--- config.mk ---
export PLATFORM = sky130hd
export DESIGN_NAME = mdio_master_ctrl
export DESIGN_NICKNAME = d
export VERILOG_FILES = /design/src/rtl/mdio_pkg.sv /design/src/rtl/mdc_gen.sv /design/src/rtl/mdio_master_ctrl.sv
export SDC_FILE = /design/constraint.sdc
export NUM_CORES = 1
export LEC_CHECK = 0
export ABC_AREA = 1
export ABC_CLOCK_PERIOD_IN_PS = 5400
export BUFFER_PORTS_ARGS = -buffer_cell sky130_fd_sc_hd__buf_2
export CAP_MARGIN = 0
export CORE_ASPECT_RATIO = 1.5
export CORE_UTILIZATION = 56
export DETAILED_ROUTE_END_ITERATION = 10
export PLACE_DENSITY = 0.93
export SYNTH_ARGS = -nofsm -noshare
export SYNTH_HDL_FRONTEND = slang
export SYNTH_HIERARCHICAL = 1
export SYNTH_SLANG_ARGS = --single-unit
--- constraint.sdc ---
create_clock -name clk -period 5.4 [get_ports clk]
set_clock_uncertainty 0.2 [all_clocks]
set_input_delay 0.27 -clock clk [delete_from_list [all_inputs] [get_ports clk]]
set_output_delay 0.27 -clock clk [all_outputs]
set_load 0.005 [all_outputs]
--- src/rtl/mdio_pkg.sv ---
// Shared types and constants for the MDIO master command sequencer.
// Holds the FSM state encoding, bus widths, PHY status register details and a counter-width helper.
package mdio_pkg;

  typedef enum logic [1:0] {
    ST_IDLE = 2'd0,
    ST_ARM  = 2'd1,
    ST_RUN  = 2'd2,
    ST_DONE = 2'd3
  } mdio_state_e;

  localparam int REG_W   = 5;
  localparam int DATA_W  = 16;
  localparam int FRAME_W = 24;

  localparam logic [REG_W-1:0] PHY_STATUS_REG = 5'd1;
  localparam int               LINK_BIT       = 2;

  // Bits needed for a counter that has to reach max_count inclusive.
  function automatic int cnt_width(input int max_count);
    return (max_count < 2) ? 1 : $clog2(max_count + 1);
  endfunction

endpackage

--- src/rtl/mdc_gen.sv ---
// MDC divider: toggles mdc every HALF_PERIOD clk cycles.
// mdc_rise is high for exactly the clk cycle in which mdc has just gone 0->1.
module mdc_gen
  import mdio_pkg::*;
#(
  parameter int HALF_PERIOD = 1250
) (
  input  logic clk,
  input  logic rst,
  output logic mdc,
  output logic mdc_rise
);

  localparam int CW = cnt_width(HALF_PERIOD - 1);

  logic [CW-1:0] div_cnt;
  logic          wrap;

  assign wrap = (div_cnt == CW'(HALF_PERIOD - 1));

  always_ff @(posedge clk or posedge rst) begin
    if (rst) begin
      div_cnt  <= '0;
      mdc      <= 1'b0;
      mdc_rise <= 1'b0;
    end else begin
      mdc_rise <= wrap && !mdc;
      if (wrap) begin
        div_cnt <= '0;
        mdc     <= ~mdc;
      end else begin
        div_cnt <= div_cnt + 1'b1;
      end
    end
  end

endmodule

--- src/rtl/mdio_master_ctrl.sv ---
// Command sequencer in front of the mdio_com serial engine: generates MDC, arms/starts transfers and returns responses.
// Build option MDIO_POLL_EN adds a periodic internal read of the PHY status register that maintains link_up.
module mdio_master_ctrl
  import mdio_pkg::*;
#(
  parameter int MDC_HALF_PERIOD = 1250,
  parameter int ARM_MDC_EDGES   = 2,
  parameter int TIMEOUT_MDC     = 64
`ifdef MDIO_POLL_EN
  ,
  parameter int POLL_MDC        = 20000
`endif
) (
  input  logic               clk,
  input  logic               rst,
  input  logic               cmd_valid,
  output logic               cmd_ready,
  input  logic               cmd_rd,
  input  logic [REG_W-1:0]   cmd_reg,
  input  logic [DATA_W-1:0]  cmd_wdata,
  output logic               rsp_valid,
  output logic [DATA_W-1:0]  rsp_rdata,
  output logic               rsp_err,
  output logic               busy,
  output logic               mdc,
  output logic               com_start,
  output logic               com_if_read,
  output logic [FRAME_W-1:0] com_mdio_data,
  input  logic               com_tr_end,
  input  logic [DATA_W-1:0]  com_phy_reg,
  output logic               com_reset_n,
  output logic               link_up
);

  localparam logic [1:0] IDLE = ST_IDLE;
  localparam logic [1:0] ARM  = ST_ARM;
  localparam logic [1:0] RUN  = ST_RUN;
  localparam logic [1:0] DONE = ST_DONE;

  localparam int EDGE_MAX = (ARM_MDC_EDGES > TIMEOUT_MDC) ? ARM_MDC_EDGES : TIMEOUT_MDC;
  localparam int EW       = cnt_width(EDGE_MAX);

  logic [1:0]        state;
  logic              ready_en;
  logic              rd_l;
  logic [REG_W-1:0]  reg_l;
  logic [DATA_W-1:0] wdata_l;
  logic [EW-1:0]     edge_cnt;
  logic [EW-1:0]     edge_next;
  logic [1:0]        tr_sync;
  logic              tr_end_s;
  logic              mdc_rise;
  logic              accept;
  logic              arm_done;
  logic              timeout_hit;
  logic              run_end;
  logic              poll_start;
  logic              poll_active;

  mdc_gen #(
    .HALF_PERIOD (MDC_HALF_PERIOD)
  ) u_mdc_gen (
    .clk      (clk),
    .rst      (rst),
    .mdc      (mdc),
    .mdc_rise (mdc_rise)
  );

  assign com_reset_n   = ~rst;
  assign busy          = (state != IDLE);
  assign cmd_ready     = (state == IDLE) && ready_en;
  assign com_start     = (state == RUN);
  assign com_if_read   = rd_l;
  assign com_mdio_data = {3'b000, reg_l, wdata_l};
  assign rsp_valid     = (state == DONE) && !poll_active;

  assign accept      = cmd_valid && cmd_ready;
  assign edge_next   = edge_cnt + 1'b1;
  assign arm_done    = mdc_rise && (edge_next == EW'(ARM_MDC_EDGES));
  assign timeout_hit = mdc_rise && (edge_next == EW'(TIMEOUT_MDC));
  assign run_end     = (state == RUN) && (tr_end_s || timeout_hit);
  assign tr_end_s    = tr_sync[1];

  // com_tr_end is produced in the MDC domain by the engine.
  always_ff @(posedge clk or posedge rst) begin
    if (rst) begin
      tr_sync <= 2'b00;
    end else begin
      tr_sync <= {tr_sync[0], com_tr_end};
    end
  end

  // Response fields are only touched by external commands so a poll never disturbs them.
  always_ff @(posedge clk or posedge rst) begin
    if (rst) begin
      state     <= IDLE;
      ready_en  <= 1'b0;
      rd_l      <= 1'b0;
      reg_l     <= '0;
      wdata_l   <= '0;
      edge_cnt  <= '0;
      rsp_rdata <= '0;
      rsp_err   <= 1'b0;
    end else begin
      ready_en <= 1'b1;
      case (state)
        IDLE: begin
          if (accept) begin
            rd_l     <= cmd_rd;
            reg_l    <= cmd_reg;
            wdata_l  <= cmd_wdata;
            edge_cnt <= '0;
            state    <= ARM;
          end else if (poll_start) begin
            rd_l     <= 1'b1;
            reg_l    <= PHY_STATUS_REG;
            wdata_l  <= '0;
            edge_cnt <= '0;
            state    <= ARM;
          end
        end
        ARM: begin
          if (arm_done) begin
            edge_cnt <= '0;
            state    <= RUN;
          end else if (mdc_rise) begin
            edge_cnt <= edge_next;
          end
        end
        RUN: begin
          if (tr_end_s) begin
            state <= DONE;
            if (!poll_active) begin
              rsp_err   <= 1'b0;
              rsp_rdata <= rd_l ? com_phy_reg : '0;
            end
          end else if (timeout_hit) begin
            state <= DONE;
            if (!poll_active) begin
              rsp_err   <= 1'b1;
              rsp_rdata <= '0;
            end
          end else if (mdc_rise) begin
            edge_cnt <= edge_next;
          end
        end
        DONE: begin
          state <= IDLE;
        end
        default: begin
          state <= IDLE;
        end
      endcase
    end
  end

`ifdef MDIO_POLL_EN
  localparam int PW = cnt_width(POLL_MDC);

  logic [PW-1:0] poll_cnt;
  logic          poll_due;

  assign poll_due   = (poll_cnt == PW'(POLL_MDC));
  assign poll_start = (state == IDLE) && ready_en && poll_due && !cmd_valid;

  // The timer only advances while idle, and saturates until a poll can be launched.
  always_ff @(posedge clk or posedge rst) begin
    if (rst) begin
      poll_cnt    <= '0;
      poll_active <= 1'b0;
      link_up     <= 1'b0;
    end else begin
      if (poll_start) begin
        poll_cnt <= '0;
      end else if ((state == IDLE) && mdc_rise && !poll_due) begin
        poll_cnt <= poll_cnt + 1'b1;
      end

      if (poll_start) begin
        poll_active <= 1'b1;
      end else if (state == DONE) begin
        poll_active <= 1'b0;
      end

      if (run_end && poll_active) begin
        link_up <= tr_end_s && com_phy_reg[LINK_BIT];
      end
    end
  end
`else
  assign poll_start  = 1'b0;
  assign poll_active = 1'b0;
  assign link_up     = 1'b0;
`endif

endmodule

## Word level (Yosys, flattened, before mapping)

Index checks and enable logic that the tools add are counted.
W data, S select, Z words.

- Logic and storage cells: 58
- Output and inout bits: 49
- Bits in registers: 64
- Input port bits: 42

- Mux-type cells: 17
- Bitwise operators: 2
- Reduce and logical (&&, ||, !) cells: 14
- Eq/ne operators: 11
- Add/sub/neg operators: 2

Operators by type and width:

| cell | count |
|---|---|
| $mux W16 | 3 |
| $mux W7 | 5 |
| $pmux W7 S3 | 1 |
| $add A11 B1 Y11 const B | 1 |
| $eq A11 B11 Y1 const B | 1 |
| $mux W11 | 1 |
| $mux W2 | 4 |
| $ne A2 B2 Y1 const B | 4 |
| $pmux W2 S4 | 1 |
| $add A7 B1 Y7 const B | 1 |
| $eq A7 B2 Y1 const B | 1 |
| $eq A7 B7 Y1 const B | 1 |
| $logic_and A1 B1 Y1 | 5 |
| $eq A2 B2 Y1 const B | 2 |
| $reduce_and A2 Y1 | 2 |
| $reduce_and A4 Y1 | 1 |
| $reduce_bool A2 Y1 | 2 |
| $ne A3 B1 Y1 const B | 1 |
| $reduce_and A3 Y1 | 1 |
| $reduce_bool A3 Y1 | 1 |
| $eq A2 B1 Y1 const B | 1 |
| $logic_not A2 Y1 | 1 |
| $mux W1 | 2 |
| $not A1 Y1 | 2 |
| $logic_not A1 Y1 | 1 |

## Logic depth before layout (Yosys ltp)

Gate-level depths: netlist of the first run.

- Depth after elaboration: 6
- Mapped depth: 13
- Mapped depth without buffers: 12

## Modules after synthesis

Netlist of the first run, hierarchy kept.

Modules (own cells, without submodules):

| module | instances | cells each | seq. area each (um^2) | area each (um^2) |
|---|---|---|---|---|
| mdio_master_ctrl | 1 | 254 | 1276.2 | 2477.4 |
| mdc_gen | 1 | 84 | 325.3 | 681.9 |

## Worst setup path after synthesis of the first run

Ideal clock, no wire load.

- Path kind: register to register
- Start point: register edge_cnt[0]
- End point: register rsp_rdata[0]
- Setup slack: 3483 ps
- Stages on the path, launching flop included: 14
- Data arrival time: 1602 ps
- Required time: 5084 ps
- Path buffers: 1
- Cells stage by stage: dfrtp_1 -> ha_1 -> inv_1 -> nand2_1 -> nand2_1 -> nor2_1 -> nand3_1 -> nor2_2 -> nand3_2 -> nand2_4 -> inv_4 -> buf_12 -> nand2_2 -> nand2_2

- Word-level cells in the longest chain between the ends: 5

RTL lines:

| what | line | source |
|---|---|---|
| start: declaration | mdio_master_ctrl.sv:48 | `logic [EW-1:0] edge_cnt;` |
| start signal: assignment | mdio_master_ctrl.sv:127 | `edge_cnt <= edge_next;` |
| start signal: assignment | mdio_master_ctrl.sv:144 | `edge_cnt <= edge_next;` |
| $add A7 B1 Y7 | mdio_master_ctrl.sv:78 | `assign edge_next = edge_cnt + 1'b1;` |
| $eq A7 B7 Y1 | mdio_master_ctrl.sv:80 | `assign timeout_hit = mdc_rise && (edge_next == EW'(TIMEOUT_MDC));` |
| $logic_and A1 B1 Y1 | mdio_master_ctrl.sv:80 |  |
| $reduce_bool A2 Y1 (no line) | -- |  |
| $reduce_and A2 Y1 (no line) | -- |  |
| end signal: assignment | mdio_master_ctrl.sv:135 | `rsp_rdata <= rd_l ? com_phy_reg : '0;` |
| end: declaration | mdio_master_ctrl.sv:22 | `output logic [DATA_W-1:0] rsp_rdata,` |

Every way passes these cells.
A chain may end at the register's enable or synchronous reset.

## Worst setup path after layout of the first run

- Start point: register state[1]
- End point: register edge_cnt[1]

- Word-level cells in the longest chain between the ends: 5

RTL lines:

| what | line | source |
|---|---|---|
| start: declaration | mdio_master_ctrl.sv:43 | `logic [1:0] state;` |
| start signal: assignment | mdio_master_ctrl.sv:96 | `state <= IDLE;` |
| start signal: assignment | mdio_master_ctrl.sv:113 | `state <= ARM;` |
| start signal: assignment | mdio_master_ctrl.sv:119 | `state <= ARM;` |
| $logic_not A2 Y1 | mdio_master_ctrl.sv:71, mdio_master_ctrl.sv:106 |  |
| $logic_and A1 B1 Y1 | mdio_master_ctrl.sv:71 | `assign cmd_ready = (state == IDLE) && ready_en;` |
| $logic_and A1 B1 Y1 | mdio_master_ctrl.sv:77 | `assign accept = cmd_valid && cmd_ready;` |
| $ne A2 B2 Y1 (no line) | -- |  |
| $reduce_and A4 Y1 (no line) | -- |  |

Several ways; a longest one is shown, not always the timed one.

==> results of run 1 <==
-- metal layers --
layer,track usage,share of wire,vias up
li1,-,-,1327
met1,0.355,0.36,1403
met2,0.552,0.53,140
met3,0.0692,0.048,44
met4,0.237,0.055,0
met5,0,0,-
-- worst max-delay path: stages (launching register included) --
cell     delay (ns)
dfrtp_1        0.42
inv_1          0.13
ha_1           0.23
nand2_1        0.07
inv_1          0.07
nand2_1        0.54
a21oi_1        0.43
nand3_2        0.27
o21ai_0        0.32
-- sequential cells by signal, summed over array words and instances (netlist names) --
register,cells
com_if_read,1
edge_cnt,7
ready_en,1
reg_l,5
rsp_err,1
rsp_rdata,16
state,2
tr_sync,2
u_mdc_gen/div_cnt,11
u_mdc_gen/mdc,1
u_mdc_gen/mdc_rise,1
wdata_l,16
-- metrics by stage --
stage	cell area [µm²]	instances	util	setup slack (ns)
2_1_floorplan	3170	341	-	3.48
3_3_place_gp	3600	485	0.661	2.96
3_5_place_dp	3600	485	0.661	2.77
4_1_cts	4210	541	0.772	2.72
5_1_grt	4210	541	0.772	2.45
6_report	4210	541	0.772	2.64
-- cells in the mapped netlist --
cell type  count  area (µm²)
nand2_1       81         304
o21ai_0        8        40.0
nor2_1        23        86.3
conb_1         2        7.51
a211oi_1       1        7.51
a21oi_1        4        20.0
nor2_4         2        22.5
inv_1         31         116
xnor2_1        2        17.5
inv_2          2        7.51
buf_2          4        20.0
nand3_2        4        40.0
o2111ai_1      2        17.5
buf_6          1        11.3
clkbuf_1       3        11.3
o211ai_1       1        7.51
nand3_1       28         140
nor2_2         4        25.0
nand2_2       22         138
nand2_4        1        11.3
o221ai_1       2        17.5
nand3_4        1        17.5
ha_1           9         113
buf_4          4        30.0
mux2_2        22         248
dfrtp_1       64        1600
inv_4          1        6.26
or2_2          1        6.26
o21bai_1       2        15.0
nand4_1        4        25.0
xor2_1         1        8.76
buf_12         1        20.0
-- where the power goes --
group / switching (µW) / leakage, µW / internal, µW / total [µW]
Clock: 202 / 0.0000989 / 227 / 429
Sequential: 90.2 / 0.000811 / 615 / 705
Combinational: 324 / 0.00127 / 267 / 591
-- layout make-up --
type / instances / share of cell area
flip-flops and latches: 64 / 0.381
multi-input cells: 230 / 0.320
repair buffers: 127 / 0.199
clock buffers: 10 / 0.0327
inverters: 34 / 0.0309
well taps: 70 / 0.0208
clock inverters: 6 / 0.0161
-- logic make-up after synthesis --
| logic type | after synthesis | synth area share |
|---|---|---|
| AO/OA/AOI/OAI | 20 | 0.0396 |
| XOR/XNOR | 3 | 0.00832 |
| adder cells (fa/ha/maj) | 9 | 0.0356 |
| buffers and inverters | 47 | 0.0705 |
| flip-flops | 64 | 0.507 |
| multiplexers | 22 | 0.0784 |
| other | 2 | 0.00238 |
| AND/OR/NAND/NOR | 171 | 0.258 |
-- final timing paths --
path	endpoint	slack [ns]	depth (start not counted)
hold reg to reg	tr_sync[1]	0.17	0
hold / removal	tr_sync[1]	0.17	0
min in group asynchronous	u_mdc_gen/div_cnt[3]	0.31	3
max in group asynchronous	edge_cnt[6]	4.11	4
setup reg to reg	edge_cnt[1]	2.64	8
setup / recovery	edge_cnt[1]	2.64	8
==> flow_metrics.env, run 1 <==
export IMPL_clock_root_buffer="clkbuf_8"
export IMPL_grt_antenna_before_repair=0
export IMPL_hold_viol_final=0
export IMPL_drt_iter0_drc=229
export IMPL_crit_start="state[1]"
export IMPL_dr_pass1_iters=5
export IMPL_synth_avg_cell_area_um2=9.35
export IMPL_io_pins=91
export IMPL_ys_warn_count=6
export IMPL_final_cell_mix="buf_2, nand2_1, dfrtp_1, dlygate4sd3_1, inv_1"
export IMPL_start_kind="flip-flop"
export IMPL_holdBufCountCts=40
export IMPL_powerDensity_nw_per_um2=410
export IMPL_fillers=323
export IMPL_crit_required_ns=5.46
export IMPL_cts_tree="yes"
export IMPL_rows=33
export IMPL_timing_hold_ws_ns=0.167
export IMPL_cts_reportedPaths_clkPinSlew_ns=0.09
export IMPL_fin_crit_sh=0.511
export IMPL_io_buffers=86
export IMPL_gp_congestion=0.887
export IMPL_diodes=0
export IMPL_hold_path_class="flip-flop to flip-flop"
export IMPL_cts_resized=0
export IMPL_core_area_um2=5450
export IMPL_clock_latency_ns=0.36
export IMPL_grt_pass1_wl_um=14200
export IMPL_numCtsBuffers=9
export IMPL_dieArea_um2=5950
export IMPL_htreeDepth=3
export IMPL_grt_overflow_total=0
export IMPL_cts_sinks=64
export IMPL_rsz0062_at_grt="false"
export IMPL_setup_viol_count_final=0
export IMPL_fmax_ghz=0.363
export IMPL_clock_path_buffers=2
export IMPL_seq_area_um2=1600
export IMPL_status="finished, final reports clean"
export IMPL_hpwl_um=5150
export IMPL_multi_input_area_um2=1350
export IMPL_ys_seq_area_frac=0.507
export IMPL_final_common_cell="buf_2"
export IMPL_die_x_um=63.3
export IMPL_routedWlPerCell_um=16.5
export IMPL_path_max_fanout=24
export IMPL_timing_rr_start="state[1]"
export IMPL_syn_area_um2=3160
export IMPL_initial_utilization=0.580
export IMPL_nets=517
export IMPL_die_h_um=94.0
export IMPL_grt_max_degree=53
export IMPL_max_cap_viol_count=0
export IMPL_end_kind="flip-flop"
export IMPL_path_class="flip-flop to flip-flop"
export IMPL_worst_pin_slew_ns=0.952
export IMPL_max_slew_margin_rel=0.364
export IMPL_cts_setup_buffers=0
export IMPL_synth_cells=338
export IMPL_period_needed_ns=2.76
export IMPL_synth_distinct_cells=32
export IMPL_via_per_inst=5.39
export IMPL_vdd_drop_max_mv=0.289
export IMPL_drv_slew=0
export IMPL_post_route_cells_drive_above_1_share=0.348
export IMPL_grt_pass1_vias=2912
export IMPL_hold_start="tr_sync[0]"
export IMPL_totalNegativeSetupSlack_ns=0
export IMPL_syn_to_final_growth_pct=33.2
export IMPL_ant_nets=0
export IMPL_power_uw=1730
export IMPL_ys_ff_latch=64
export IMPL_wl_um=8900
export IMPL_leakagePower_uw=0.00218
export IMPL_grt_usage=0.326
export IMPL_via_count=2914
export IMPL_drc=0
export IMPL_critPathArrivalTime_ns=2.82
Note: power is estimated with default switching activity, not from simulation.
==> inputs of run 2 (changes only) <==
--- a/config.mk
+++ b/config.mk
@@ -6,13 +6,13 @@
 export NUM_CORES = 1
 export LEC_CHECK = 0
 export ABC_AREA = 1
-export ABC_CLOCK_PERIOD_IN_PS = 5400
+export ABC_CLOCK_PERIOD_IN_PS = 2300
 export BUFFER_PORTS_ARGS = -buffer_cell sky130_fd_sc_hd__buf_2
 export CAP_MARGIN = 0
 export CORE_ASPECT_RATIO = 1.5
-export CORE_UTILIZATION = 56
+export CORE_UTILIZATION = 47
 export DETAILED_ROUTE_END_ITERATION = 10
-export PLACE_DENSITY = 0.93
+export PLACE_DENSITY = 0.84
 export SYNTH_ARGS = -nofsm -noshare
 export SYNTH_HDL_FRONTEND = slang
 export SYNTH_HIERARCHICAL = 1
==> constraint.sdc (replaced) <==
create_clock -name clk -period 2.3 [get_ports clk]
set_clock_uncertainty 0.2 [all_clocks]
set_input_delay 0.115 -clock clk [delete_from_list [all_inputs] [get_ports clk]]
set_output_delay 0.115 -clock clk [all_outputs]
set_load 0.005 [all_outputs]
==> run 2 against run 1 <==
Net effect: sequential power grew 130%; die area up 19%; non-clock buffer count rose by 5; power rose by 130%; cell count rose by 2.0%; critical endpoint is now rsp_err; sequential share of layout area shrank 0.41 points; utilization decreased by 12 points.
==> flow_metrics.env, run 2 (synthesis results as in run 1) <==
export IMPL_dr_pass1_iters=4
export IMPL_clock_root_buffer="clkbuf_8"
export IMPL_leakagePower_uw=0.00220
export IMPL_hpwl_um=5070
export IMPL_path_max_fanout=19
export IMPL_cts_reportedPaths_clkPinSlew_ns=0.08
export IMPL_grt_max_degree=31
export IMPL_gp_congestion=0.924
export IMPL_wirelength_met1_um=2930
export IMPL_timing_rr_start="edge_cnt[0]"
export IMPL_fillers=530
export IMPL_numCtsBuffers=9
export IMPL_grt_usage=0.248
export IMPL_dp_cells=495
export IMPL_grt_pass1_wl_um=12600
export IMPL_grt_overflow_total=0
export IMPL_syn_to_final_growth_pct=34.7
export IMPL_clock_latency_ns=0.35
export IMPL_die_x_um=68.9
export IMPL_final_cell_mix="buf_2, nand2_1, dfrtp_1, dlygate4sd3_1, inv_1"
export IMPL_hold_path_class="input port to flip-flop"
export IMPL_cts_resized=0
export IMPL_setup_viol_count_final=0
export IMPL_fmax_ghz=0.478
export IMPL_critPathArrivalTime_ns=2.11
export IMPL_crit_start="edge_cnt[0]"
export IMPL_dieArea_um2=7060
export IMPL_wl_met3_um=284
export IMPL_rr_worst_depth=12
export IMPL_top_layer="met4"
export IMPL_dr_wl_met2_um=4170
export IMPL_core_area_um2=6490
export IMPL_cts_tree="yes"
export IMPL_grt_antenna_before_repair=0
export IMPL_drc=0
export IMPL_end_kind="flip-flop"
export IMPL_crit_required_ns=2.32
export IMPL_clock_path_buffers=2
export IMPL_initial_utilization=0.487
export IMPL_via_count=2752
export IMPL_ant_nets=0
export IMPL_whs_path_depth=5
export IMPL_pre_cts_ws_ns=0.264
export IMPL_status="finished, final reports clean"
export IMPL_holdPathEnd="edge_cnt[5]"
export IMPL_crit_chain="ha_1 > inv_1 > nand2_1 > nand2_1 > nor2_1 > nand3_1 > nor2_2 > nand3_2 > nand2_4 > inv_4 > nand2_1 > o21ai_0"
export IMPL_top_regs="rsp_rdata: 16 flops, wdata_l: 16 flops, u_mdc_gen/div_cnt: 11 flops"
export IMPL_vdd_drop_max_mv=0.569
export IMPL_worst_pin_slew_ns=0.509
export IMPL_hold_viol_final=0
export IMPL_reg2reg_to="rsp_err"
export IMPL_grt_pass1_vias=2791
export IMPL_nets=522
export IMPL_io_buffers=86
export IMPL_fin_crit_sh=0.909
export IMPL_max_slew_margin_rel=0.661
export IMPL_powerDensity_nw_per_um2=934
export IMPL_routedWlPerCell_um=14.1
export IMPL_final_common_cell="buf_2"
export IMPL_drv_slew=0
export IMPL_cts_sinks=64
export IMPL_diodes=0
export IMPL_hold_start="cmd_valid"
export IMPL_rsz0062_at_grt="false"
export IMPL_rows=36
export IMPL_final_setup_worst_slack_ns=0.209
export IMPL_start_kind="flip-flop"
export IMPL_path_class="flip-flop to flip-flop"
export IMPL_slowest_delay_ns=0.47
export IMPL_via_per_inst=4.99
export IMPL_io_pins=91
export IMPL_period_needed_ns=2.09
export IMPL_drt_iter0_drc=140
export IMPL_rrSetupSlack_ns=0.21
export IMPL_crit_top_cell="nand2_1"
export IMPL_crit_slowest_cell="dfrtp_1"
export IMPL_max_cap_viol_count=0
export IMPL_die_h_um=102
export IMPL_wl_um=7800
export IMPL_stdcell_count=552
export IMPL_post_route_cells_drive_above_1_share=0.353
export IMPL_totalNegativeSetupSlack_ns=0
export IMPL_htreeDepth=3
## run 2: changes by cell type in the layout (fill, tap and decap cells not counted)
cell           previous run  this run
clkinv_4                  1         3
clkbuf_8                 10         9
dlygate4sd3_1            40        41
buf_4                     1         5
clkinv_2                  1         0
## run 2: power breakdown
group          internal [µW]  switching (µW)  leakage [µW]
clock                    508             463     0.0000960
combinational            637             736       0.00129
sequential              1440             187      0.000811
total                   2590            1390       0.00220
## run 2: timing repair
action                                 in CTS  in global routing
endpoints found under the hold margin     103                  0
hold buffers                               41                  0
setup buffers                               0                  0
## run 2: worst max path at each step
stage                    to  cells after the start  slack (ns)
2_1_floorplan  rsp_rdata[0]                     13        0.38
3_3_place_gp        rsp_err                     12        0.32
3_5_place_dp    edge_cnt[1]                     10        0.26
4_1_cts             rsp_err                     12        0.24
5_1_grt         edge_cnt[5]                     12       0.002
6_report            rsp_err                     12        0.21
## run 2: layout make-up
type / instances / area [µm²] / share of cell area
Timing Repair Buffer: 132 / 878 / 0.206
Clock buffer: 9 / 124 / 0.0291
Sequential cell: 64 / 1600 / 0.376
Clock inverter: 7 / 80.1 / 0.0188
Inverter: 34 / 130 / 0.0306
Tap cell: 76 / 95.1 / 0.0223
Multi-Input combinational cell: 230 / 1350 / 0.316
## run 2: critical path: cells and delay by family, from the launching register on
family	cells	cell delay, ns
adders and majority gates	1	0.30
buffers and inverters	2	0.18
DFF	1	0.47
AOI/OAI and AO/OA	1	0.07
and+or+nand+nor	8	0.74
## run 2: metal layers
layer,GRT usage,vias up
li1,-,1337
met1,0.267,1293
met2,0.414,88
met3,0.0580,34
met4,0.173,0
met5,0,-
## run 2: per-stage QoR
stage	hold WS [ns]	area, µm²	utilization	total power, µW
after global placement	-0.196	3640	0.561	2870
after global routing	0.104	4260	0.656	4230
after detailed placement	-0.199	3640	0.561	2940
after CTS	0.0333	4260	0.656	3960
final	0.0428	4260	0.656	3980
after floorplan	-0.208	3170	-	2430
==> inputs of run 3 (changes only) <==
--- a/config.mk
+++ b/config.mk
@@ -5,12 +5,11 @@
 export SDC_FILE = /design/constraint.sdc
 export NUM_CORES = 1
 export LEC_CHECK = 0
-export ABC_AREA = 1
 export ABC_CLOCK_PERIOD_IN_PS = 2300
 export BUFFER_PORTS_ARGS = -buffer_cell sky130_fd_sc_hd__buf_2
 export CAP_MARGIN = 0
 export CORE_ASPECT_RATIO = 1.5
-export CORE_UTILIZATION = 47
+export CORE_UTILIZATION = 46
 export DETAILED_ROUTE_END_ITERATION = 10
 export PLACE_DENSITY = 0.84
 export SYNTH_ARGS = -nofsm -noshare
==> run 3 against run 2 <==
Net effect: the run now ends with setup timing left; cell count shrank 16%; wire length grew 0.58%; synthesized cell count shrank 30%; largest power group unchanged.
==> flow_metrics.env, run 3 <==
export IMPL_post_route_cells_drive_above_1_share=0.442
export IMPL_vdd_drop_max_mv=0.444
export IMPL_ys_async_sr_fraction=1.00
export IMPL_synth_most_common_cell="dfrtp_1"
export IMPL_yosys_top_cells_count="dfrtp_1, mux2_2, a22o_1"
export IMPL_hold_start="cmd_valid"
export IMPL_ys_ff_latch=64
export IMPL_via_per_inst=5.38
export IMPL_final_cell_mix="buf_2, dfrtp_1, dlygate4sd3_1, mux2_2, buf_4"
export IMPL_core_area_um2=6130
export IMPL_timing_rr_start="edge_cnt[1]"
export IMPL_rr_worst_depth=7
export IMPL_path_class="flip-flop to flip-flop"
export IMPL_violations="setup timing"
export IMPL_post_dp_cell_area_um2=3490
export IMPL_final_util=0.688
export IMPL_ant_nets=0
export IMPL_fillers=456
export IMPL_start_kind="flip-flop"
export IMPL_synth_cells=235
export IMPL_end_kind="flip-flop"
export IMPL_final_area_um2=4220
export IMPL_io_pins=91
export IMPL_grt_antenna_before_repair=0
export IMPL_drc=0
export IMPL_max_cap_viol_count=0
export IMPL_grt_pass1_wl_um=11900
export IMPL_ys_warn_count=6
export IMPL_cts_sinks=64
export IMPL_rrSetupSlack_ns=-0.08
export IMPL_max_slew_margin_rel=0.641
export IMPL_powerDensity_nw_per_um2=524
export IMPL_clock_root_buffer="clkbuf_8"
export IMPL_path_max_fanout=4
export IMPL_reg2reg_to="state[1]"
export IMPL_rows=35
export IMPL_hold_viol_final=0
export IMPL_status="complete, but fails checks"
export IMPL_fmax_ghz=0.420
export IMPL_post_synth_top_area_fraction=0.549
export IMPL_dr_pass1_iters=4
export IMPL_grt_usage=0.246
export IMPL_htreeDepth=3
export IMPL_clock_latency_ns=0.34
export IMPL_critPathArrivalTime_ns=2.40
export IMPL_via_count=2489
export IMPL_synth_avg_cell_area_um2=12.4
export IMPL_gp_congestion=0.860
export IMPL_numCtsBuffers=9
export IMPL_leakagePower_uw=0.00219
export IMPL_die_h_um=99.5
export IMPL_synth_top_area_cell="dfrtp_1"
export IMPL_synth_distinct_cells=50
export IMPL_io_buffers=86
export IMPL_final_common_cell="buf_2"
export IMPL_drv_slew=0
export IMPL_die_x_um=67.0
export IMPL_wl_um=7840
export IMPL_routedWlPerCell_um=16.9
export IMPL_syn_to_final_growth_pct=44.5
export IMPL_multi_input_area_um2=1260
export IMPL_drt_iter0_drc=145
export IMPL_cts_reportedPaths_clkPinSlew_ns=0.07
export IMPL_setup_viol_count_final=2
export IMPL_whs_path_depth=4
export IMPL_grt_pass1_vias=2563
export IMPL_crit_start="edge_cnt[1]"
export IMPL_ys_seq_area_frac=0.549
export IMPL_grt_overflow_total=0
export IMPL_clock_path_buffers=2
export IMPL_dieArea_um2=6670
export IMPL_seq_area_um2=1610
export IMPL_rsz0062_at_grt="true"
export IMPL_period_needed_ns=2.38
export IMPL_synth_edf_count=0
export IMPL_synthTopCellsByArea="dfrtp_1, mux2_2, a22o_1"
export IMPL_worst_pin_slew_ns=0.538
export IMPL_crit_required_ns=2.32
export IMPL_fin_crit_sh=1.03
export IMPL_top_regs="rsp_rdata: 16 flops, wdata_l: 16 flops, u_mdc_gen/div_cnt: 11 flops"
export IMPL_holdPathEnd="wdata_l[0]"
export IMPL_initial_utilization=0.476
export IMPL_hold_path_class="input port to flip-flop"
export IMPL_grt_max_degree=32
export IMPL_final_setup_worst_slack_ns=-0.0802
export IMPL_syn_area_um2=2920
export IMPL_totalNegativeSetupSlack_ns=-0.148
export IMPL_nets=435
export IMPL_hpwl_um=4750
export IMPL_synth_ff_type="dfrtp_1"
export IMPL_cts_tree="yes"
export IMPL_diodes=0
[run 3: cell types whose count changed in the layout (fill, tap and decap cells not counted), sizes merged, moves of 3 or more]
cell	previous run	this run
nand2	104	11
inv	35	10
nand3	33	8
nor2	29	7
buf	91	109
a22o	0	15
nor3	0	8
a21oi	4	9
and3	0	3
o21a	0	3
o21ai	8	11
or3	0	3
xnor2	2	5
[run 3: how the worst max path moves through the flow]
| stage | endpoint | cells after the start |
|---|---|---|
| after floorplan | state[1] | 7 |
| after global placement | state[1] | 7 |
| after detailed placement | state[1] | 7 |
| after CTS | edge_cnt[6] | 9 |
| after global routing | state[0] | 8 |
| final | state[1] | 7 |
[run 3: timing repair]
action,4_1_cts,5_1_grt
endpoints found under the setup margin,2,21
endpoints found under the hold margin,72,0
setup buffers,1,6
pin swaps,4,16
resized for setup,3,15
hold buffers,40,0
[run 3: worst max-delay path, stage by stage, from the launching register on]
cell and delay, ns:
dfrtp_1 0.43, ha_4 0.22, xnor2_2 0.19, a31oi_2 0.14
nor4_4 0.26, a21oi_2 0.13, a221oi_2 0.35, mux2_1 0.36
[run 3: layer usage]
metal  vias up  GRT usage  share of wire
met5         -          0              0
met3        25     0.0573          0.037
li1       1138          -              -
met1      1235      0.256           0.36
met2        91      0.430           0.56
met4         0      0.149          0.038
[run 3: where the power goes]
part	internal (µW)	switching [µW]	leakage [µW]
clock	528	426	0.0000993
combinational	75.2	49.3	0.00125
sequential	1130	1.90	0.000843
[run 3: final cells by class]
cell class | instances | share of cell area
sequential | 64 | 0.381
multi-input combinational | 150 | 0.299
tap | 74 | 0.0220
clock buffer | 11 | 0.0335
clock inverter | 5 | 0.0134
timing repair buffer | 149 | 0.242
inverter | 10 | 0.00890
[run 3: logic make-up after synthesis]
family          after synthesis  synth area share
flops                        64             0.549
simple gates                 52             0.112
compound gates               51             0.129
mux                          25            0.0957
buf+inv                      24            0.0489
fa+ha+maj                     9            0.0386
xor+xnor                      8            0.0240
other cells                   2           0.00257
[run 3: per-stage QoR]
step | hold slack, ns | power [µW] | worst slack, ns | instances
5_1_grt | 0.167 | 2290 | -0.148 | 463
2_1_floorplan | -0.208 | 1180 | -0.0263 | 238
4_1_cts | 0.139 | 2220 | 0.00160 | 457
6_report | 0.156 | 2210 | -0.0802 | 463
3_5_place_dp | -0.0154 | 1220 | -0.0558 | 400
3_3_place_gp | -0.0198 | 1220 | 0.0241 | 400
